**config.mk**
```make
export PLATFORM = sky130hd
export DESIGN_NAME = icache
export DESIGN_NICKNAME = d
export VERILOG_FILES = /design/src/rtl/icache.sv
export SDC_FILE = /design/constraint.sdc
export NUM_CORES = 1
export LEC_CHECK = 0
export BUFFER_PORTS_ARGS = -buffer_cell sky130_fd_sc_hd__buf_4
export CORE_ASPECT_RATIO = 0.6
export CORE_MARGIN = 2
export CORE_UTILIZATION = 55
export CTS_CLUSTER_DIAMETER = 50
export DETAILED_ROUTE_END_ITERATION = 12
export PLACE_DENSITY_LB_ADDON = 0.08
export SETUP_SLACK_MARGIN = 0.1
export SLEW_MARGIN = 0
export SYNTH_ARGS = -nofsm -noshare
export SYNTH_HDL_FRONTEND = slang
export SYNTH_SLANG_ARGS = --single-unit
```
**constraint.sdc**
```tcl
create_clock -name CLK -period 11.6 [get_ports CLK]
set_clock_uncertainty 0.15 [all_clocks]
set_input_delay 1.16 -clock CLK [delete_from_list [all_inputs] [get_ports CLK]]
set_output_delay 1.16 -clock CLK [all_outputs]
set_load 0.05 [all_outputs]
```
**src/rtl/icache.sv**
```systemverilog
// Direct-mapped, read-only instruction cache with one-word blocks.
// A hit returns the instruction word combinationally in the request cycle.
// A miss stalls fetch while the word is read from memory over iREN/iwait.
// The word is then written into the frame, and the next COMPARE cycle hits.
//
// Handshake: a memory read is in flight whenever iREN is high. iaddr holds
// steady for the whole transfer. The transfer completes in the first cycle
// that iREN is high and iwait is low. iload is sampled in that cycle only.
module icache #(
    parameter int NSETS = 16,
    parameter int IDXW  = $clog2(NSETS),
    parameter int TAGW  = 32 - IDXW - 2
) (
    input  logic        CLK,
    input  logic        RST,
    input  logic        imemREN,
    input  logic [31:0] imemaddr,
    output logic        ihit,
    output logic [31:0] imemload,
    output logic        iREN,
    output logic [31:0] iaddr,
    input  logic        iwait,
    input  logic [31:0] iload,
    output logic        dbg_state_o
);

    typedef enum logic {
        COMPARE = 1'b0,
        FETCH   = 1'b1
    } state_e;

    state_e            state_q;
    logic              iren_q;
    logic [31:0]       miss_q;

    logic [NSETS-1:0]  valid_q;
    logic [TAGW-1:0]   tag_q  [NSETS];
    logic [31:0]       data_q [NSETS];

    logic [IDXW-1:0]   req_idx;
    logic [TAGW-1:0]   req_tag;
    logic [IDXW-1:0]   miss_idx;
    logic [TAGW-1:0]   miss_tag;
    logic              frame_match;
    logic              fill_en;
    logic              unused_offset;

    // Split the request and the latched miss address into index and tag.
    assign req_idx  = imemaddr[IDXW+1:2];
    assign req_tag  = imemaddr[31:IDXW+2];
    assign miss_idx = miss_q[IDXW+1:2];
    assign miss_tag = miss_q[31:IDXW+2];

    // The byte offset never takes part in the lookup.
    assign unused_offset = ^imemaddr[1:0];

    // The frame at the request index holds the requested word.
    assign frame_match = valid_q[req_idx] && (tag_q[req_idx] == req_tag);

    // A hit is only reported from COMPARE. The fill cycle does not bypass iload.
    assign ihit     = (state_q == COMPARE) && imemREN && frame_match;
    assign imemload = ihit ? data_q[req_idx] : 32'h0000_0000;

    // Memory side: the request and address both come straight from registers.
    assign iREN  = iren_q;
    assign iaddr = miss_q;

    // A fill lands on the first FETCH cycle with memory ready.
    // A reset in that same cycle cancels the fill.
    assign fill_en = (state_q == FETCH) && !iwait && !RST;

    assign dbg_state_o = state_q;

    // Miss-handling FSM. The memory request and the miss address are registered outputs.
    always_ff @(posedge CLK) begin
        if (RST) begin
            state_q <= COMPARE;
            iren_q  <= 1'b0;
            miss_q  <= 32'h0000_0000;
        end else begin
            case (state_q)
                COMPARE: begin
                    if (imemREN && !frame_match) begin
                        miss_q  <= {imemaddr[31:2], 2'b00};
                        iren_q  <= 1'b1;
                        state_q <= FETCH;
                    end
                end
                FETCH: begin
                    if (!iwait) begin
                        iren_q  <= 1'b0;
                        state_q <= COMPARE;
                    end
                end
                default: begin
                    iren_q  <= 1'b0;
                    state_q <= COMPARE;
                end
            endcase
        end
    end

    // Valid bits. Reset invalidates every frame, and a fill validates its frame.
    always_ff @(posedge CLK) begin
        if (RST) begin
            valid_q <= '0;
        end else if (fill_en) begin
            valid_q[miss_idx] <= 1'b1;
        end
    end

    // Tag and data arrays. A fill unconditionally overwrites the latched frame.
    always_ff @(posedge CLK) begin
        if (fill_en) begin
            tag_q[miss_idx]  <= miss_tag;
            data_q[miss_idx] <= iload;
        end
    end

endmodule

```
==> results of run 1 <==
==> area by class of cell <==
cell class | instances | area [sq um]
Multi-Input combinational cell | 775 | 9368
Inverter | 6 | 25.02
Clock buffer | 108 | 2361
Fill cell | 4859 | 26220
Sequential cell | 976 | 28830
Tap cell | 924 | 1156
Timing Repair Buffer | 168 | 1301
Clock inverter | 51 | 560.5
==> worst max path at each step <==
stage                     start      endpoint  slack, ns
detailed placement  imemaddr[4]  imemload[18]       4.11
global placement    imemaddr[4]  imemload[18]       4.13
finish              imemaddr[4]  imemload[18]       4.03
CTS                 imemaddr[4]  imemload[18]       4.09
global route        imemaddr[4]  imemload[18]       3.78
floorplan                 iwait  data_q[0][0]       5.10
==> where the power goes <==
part           leakage [uW]  internal, uW  total (uW)  switching, uW
Combinational       0.00415           167         414            247
Sequential          0.00884          3900        3950           52.6
Clock               0.00143          1710        2970           1260
==> worst register-to-register path: stages, from the launching register on <==
cell and delay (ns):
edfxtp_1 0.38, mux4_1 0.49, mux4_2 0.53, xor2_1 0.21, a2111oi_2 0.57, and3_1 0.25, nand4_2 0.70, or2_4 0.73
o311ai_1 0.36
==> cell families after synthesis <==
group	share of synthesized area, %
flip-flops	74.29
multiplexers	16.96
AND/OR/NAND/NOR	3.405
AO/OA/AOI/OAI	2.934
buffers and inverters	1.886
XOR/XNOR	0.5191
other	0.009664
==> state kept, by name, indices dropped and copies added, names as in the netlist <==
name / flops
data_q: 512
iREN: 1
dbg_state_o: 1
valid_q: 16
tag_q: 416
iaddr: 30
==> per-layer routing <==
layer | vias to the layer above | routed length [microns] | share of wire (%)
met5 | - | 16 | 0.018
met2 | 784 | 41290 | 46
met1 | 10180 | 38890 | 44
li1 | 8105 | - | -
met3 | 151 | 6398 | 7.2
met4 | 2 | 2194 | 2.5
==> cells in the final DEF, fill, tap and decap left out, types with 37 or more instances in the layout <==
| cell type | instances |
|---|---|
| edfxtp_1 | 928 |
| mux4_2 | 216 |
| buf_4 | 164 |
| clkbuf_16 | 91 |
| nor2_1 | 76 |
| mux2i_1 | 72 |
| nand2_1 | 52 |
| dfxtp_1 | 48 |
| a21oi_1 | 39 |
| mux4_1 | 37 |
==> through the flow <==
stage	power, uW	util (%)	instances
floorplan	4289	-	1867
global placement	4431	58.26	2849
detailed placement	4444	58.26	2849
CTS	7386	62.45	3008
global route	7540	62.45	3008
finish	7341	62.45	3008
==> metrics.cfg, run 1 <==
[clock_network]
clock_latency_ns = 0.64
numCtsBuffers = 87
htree_levels = 3
cts_root_buffer = clkbuf_16
cts_num_sinks = 976
cts_tree = done
cts.repair.resized = 0
cts_hold_buffers = 0
clk_path_buf_depth = 3
postCtsSetupBuffers = 0
clk_pin_slew_ns = 0.06

[sta]
drv_slew = 0
rsz0062_at_grt = false
tns_ns = 0
hold_violations = 0
clock.fmax_ghz = 0.1321
fin_crit_ns = 7.572
tightest_slew_ns = 1.150
min_period_over_period_pct = 65.27
relSlewSlack_pct = 23.16
layout_setup_ws_ns = 4.028
finalSetupViolCount = 0
fin_hold_ws_ns = 0.3181

[power]
vdd.ir_drop.worst_mv = 0.1342
powerDensity_mw_per_mm2 = 168.4
power.leakage_uw = 0.01442

[synthesis]
syn_area_per_cell_sq_um = 20.80
ys.warnings.count = 0
synth.top_cell.area_share_pct = 71.81
ys_seq_area_share_pct = 74.29
synth_edf_count = 928
synthesis.instances = 1866
synth_area_leaders = edfxtp_1 72%, mux4_2 13%, mux4_1 2.5%
synthTopCellsByCount = 928 x edfxtp_1, 216 x mux4_2, 88 x nor2_1
netlist_area_sq_mm = 0.03880
synth.most_common_cell = edfxtp_1
ys_async_sr_fraction_pct = 0
ys_ff_latch = 976
synth_ff_type = edfxtp_1
synth_cell_types = 68
synth_top_area_cell = edfxtp_1

[detailed_routing]
drt-wirelength-per-cell_microns = 29.52
drtIter0Drc = 2111
vias = 19230
drc_errors = 0
viasPerCell = 6.392
first_pass_iters = 7
drt-total-wl_microns = 88790
ant_nets = 0

[floorplan]
fp.dieW_microns = 346.9
start_util_pct = 55.58
ios = 135
coreArea_sq_mm = 0.06982
num_rows = 75
die_y_microns = 209.8
dieArea_sq_mm = 0.07277

[place]
place.gp.congestion = 0.8406
dp_hpwl_microns = 45520
place_area_sq_mm = 0.04068
io_buffer_count = 130
place_ws_ns = 4.114

[hold_path]
hold_class = reg -> reg
whs_endpoint = iREN
whs_path_depth = 2
min_from = iREN

[grt]
overflow = 0
grt_pass1_wl_microns = 129600
grt_max_degree = 104
grtUsageMet3_pct = 4.945
grt_pass1_vias = 19180
grtUsageTotal_pct = 24.74
globalRouteMet1Util_pct = 37.42
grt.busiest_layer = met1
antenna_found_initial = 1
met2_usage_pct = 37.36

[critical_path]
required_ns = 10.29
reg2reg_depth = 8
r2r_setup_slack_ns = 7.11
arrival_ns = 6.26
cp.depth = 12
cp_top_family = buffers and inverters
worst_r2r_endpoint = iaddr[14]
cp_max_fo = 96
cp.buffers_inverters = 4
crit_chain = buf_8 > buf_4 > mux4_2 > mux2i_1 > xor2_1 > o2111ai_1 > a211o_2 > nor4_1 > nand4_1 > buf_4 > and2b_1 > buf_4
critical_path_class = in -> out
worstSetupEndpointType = output port
reg2reg_from = tag_q[8][7]
critPathSlowestCell = buf_4
worst_path_most_repeated_cell = buf_4
worst_setup_path_start_kind = input port
max_stage_delay_ns = 0.80

[finish]
final_design_area_no_fill_sq_mm = 0.04360
area_growth_pct = 12.36
nets = 2082
layout-drive-gt1-share_pct = 26.20
antenna_cells = 0

[run]
cap_violations = 0

[run_status]
status = finished clean

No activity file was read; power rests on OpenSTA's default activity.
==> inputs of run 2 (changes only) <==
Clock period 11.6 ns to 7.45 ns, I/O delays scaled along.
==> metrics.cfg, run 2 (synthesized netlist as in run 1, its figures left out) <==
[sta]
layout_setup_ws_ns = 1.512
tns_ns = 0
relSlewSlack_pct = 21.57
fin_crit_ns = 5.938
drv_slew = 0
clock.fmax_ghz = 0.1684
fin_hold_ws_ns = 0.2141
finalSetupViolCount = 0
min_period_over_period_pct = 79.70
tightest_slew_ns = 1.176
rsz0062_at_grt = false
hold_violations = 0

[place]
dp_hpwl_microns = 47380
io_buffer_count = 130
place.gp.congestion = 0.8303
place_ws_ns = 1.511
place_area_sq_mm = 0.04074

[finish]
final_design_area_no_fill_sq_mm = 0.04365
regMostFlops = data_q
area_growth_pct = 12.48
layout-drive-gt1-share_pct = 26.34
largest_register_ff_count = 512
final_common_cell = edfxtp_1
nets = 2093
final_cell_mix = 928 x edfxtp_1, 216 x mux4_2, 177 x buf_4

[critical_path]
worst_path_most_repeated_cell = buf_4
critPathSlowestCell = nor2b_1
max_stage_delay_ns = 0.64
crit_chain = buf_4 > buf_4 > nor2b_1 > a221o_1 > a2bb2oi_1 > nor2_1 > a2111o_1 > nor4_1 > nand4_1 > buf_4 > and2b_1 > buf_4
worst_setup_path_start_kind = input port
r2r_setup_slack_ns = 2.77
cp_max_fo = 33
reg2reg_depth = 8
critical_path_class = in -> out
arrival_ns = 5.04
worstSetupEndpointType = output port
required_ns = 6.55

[clock_network]
cts_tree = done
numCtsBuffers = 87
postCtsSetupBuffers = 0
cts_hold_buffers = 0
cts_root_buffer = clkbuf_16
clk_path_buf_depth = 3
htree_levels = 3
cts_num_sinks = 976
clock_latency_ns = 0.65
clk_pin_slew_ns = 0.07
cts.repair.resized = 0

[hold_path]
whs_path_depth = 3
hold_class = in -> reg

[power]
powerDensity_mw_per_mm2 = 261.1
switching_share_pct = 21.23
p_seq_share_pct = 54.1
power.leakage_uw = 0.01445
p_sw_uw = 2419
vdd.ir_drop.worst_mv = 0.1645
power.internal_uw = 8977
p_total_uw = 11400
power_frac_comb_pct = 5.6
p_clk_share_pct = 40.3

[floorplan]
die_y_microns = 209.8
dieArea_sq_mm = 0.07277
coreArea_sq_mm = 0.06982
ios = 135
start_util_pct = 55.58
fp.dieW_microns = 346.9
num_rows = 75

[detailed_routing]
drc_errors = 0
first_pass_iters = 6
drtIter0Drc = 2270
ant_nets = 0
viasPerCell = 6.348
drt-wirelength-per-cell_microns = 29.87
drt-total-wl_microns = 90250
vias = 19180

[run_status]
status = finished clean

[grt]
grt_max_degree = 84
antenna_found_initial = 1
overflow = 0
grtUsageTotal_pct = 25.04
grt_pass1_vias = 18930
grt_pass1_wl_microns = 130100

[run]
cap_violations = 0

==> run 2: changes by cell type in the layout (fill, tap and decap cells not counted), moves of 5 or more <==
cell      previous run  this run
clkinv_2            19        14
buf_4              164       177
clkbuf_1            15         8
clkinv_1            13        26
==> run 2: final timing paths <==
path                start      endpoint
max           imemaddr[3]  imemload[18]
min                 iwait   dbg_state_o
max reg2reg  tag_q[12][7]     iaddr[21]
min reg2reg   valid_q[14]   valid_q[14]
==> run 2: per-stage QoR <==
step,utilization (%),std cells
after floorplan,-,1867
after global placement,58.35,2860
after detailed placement,58.35,2860
after CTS,62.51,3020
after global routing,62.52,3021
final,62.52,3021
==> run 2: layout make-up <==
class                           count  area, sq um
Clock inverter                     61        603.1
Timing Repair Buffer              179         1359
Fill cell                        4788        26170
Sequential cell                   976        28830
Inverter                            6        25.02
Multi-Input combinational cell    775         9368
Clock buffer                       99         2307
Tap cell                          924         1156
Antenna cell                        1        2.502
==> run 2: layer usage <==
metal,up-vias,GRT usage (%),part of all wire (%)
met4,0,5.802,1.8
met3,127,4.192,6.6
met1,10170,37.40,44
met2,749,39.45,48
met5,-,0,0
li1,8132,-,-
==> run 2: power groups by stage <==
stage / combinational (uW) / clock, uW / sequential [uW]
2_1_floorplan: 369 / 0 / 6310
3_3_place_gp: 635 / 0 / 6270
3_5_place_dp: 646 / 0 / 6280
4_1_cts: 647 / 4660 / 6160
5_1_grt: 685 / 4880 / 6170
6_report: 643 / 4590 / 6160
==> run 2: critical path: cells and delay by family <==
| kind | cells | cell delay [ns] |
|---|---|---|
| and+or+nand+nor | 5 | 1.79 |
| AOI/OAI and AO/OA | 3 | 1.08 |
| buffers and inverters | 4 | 1.31 |
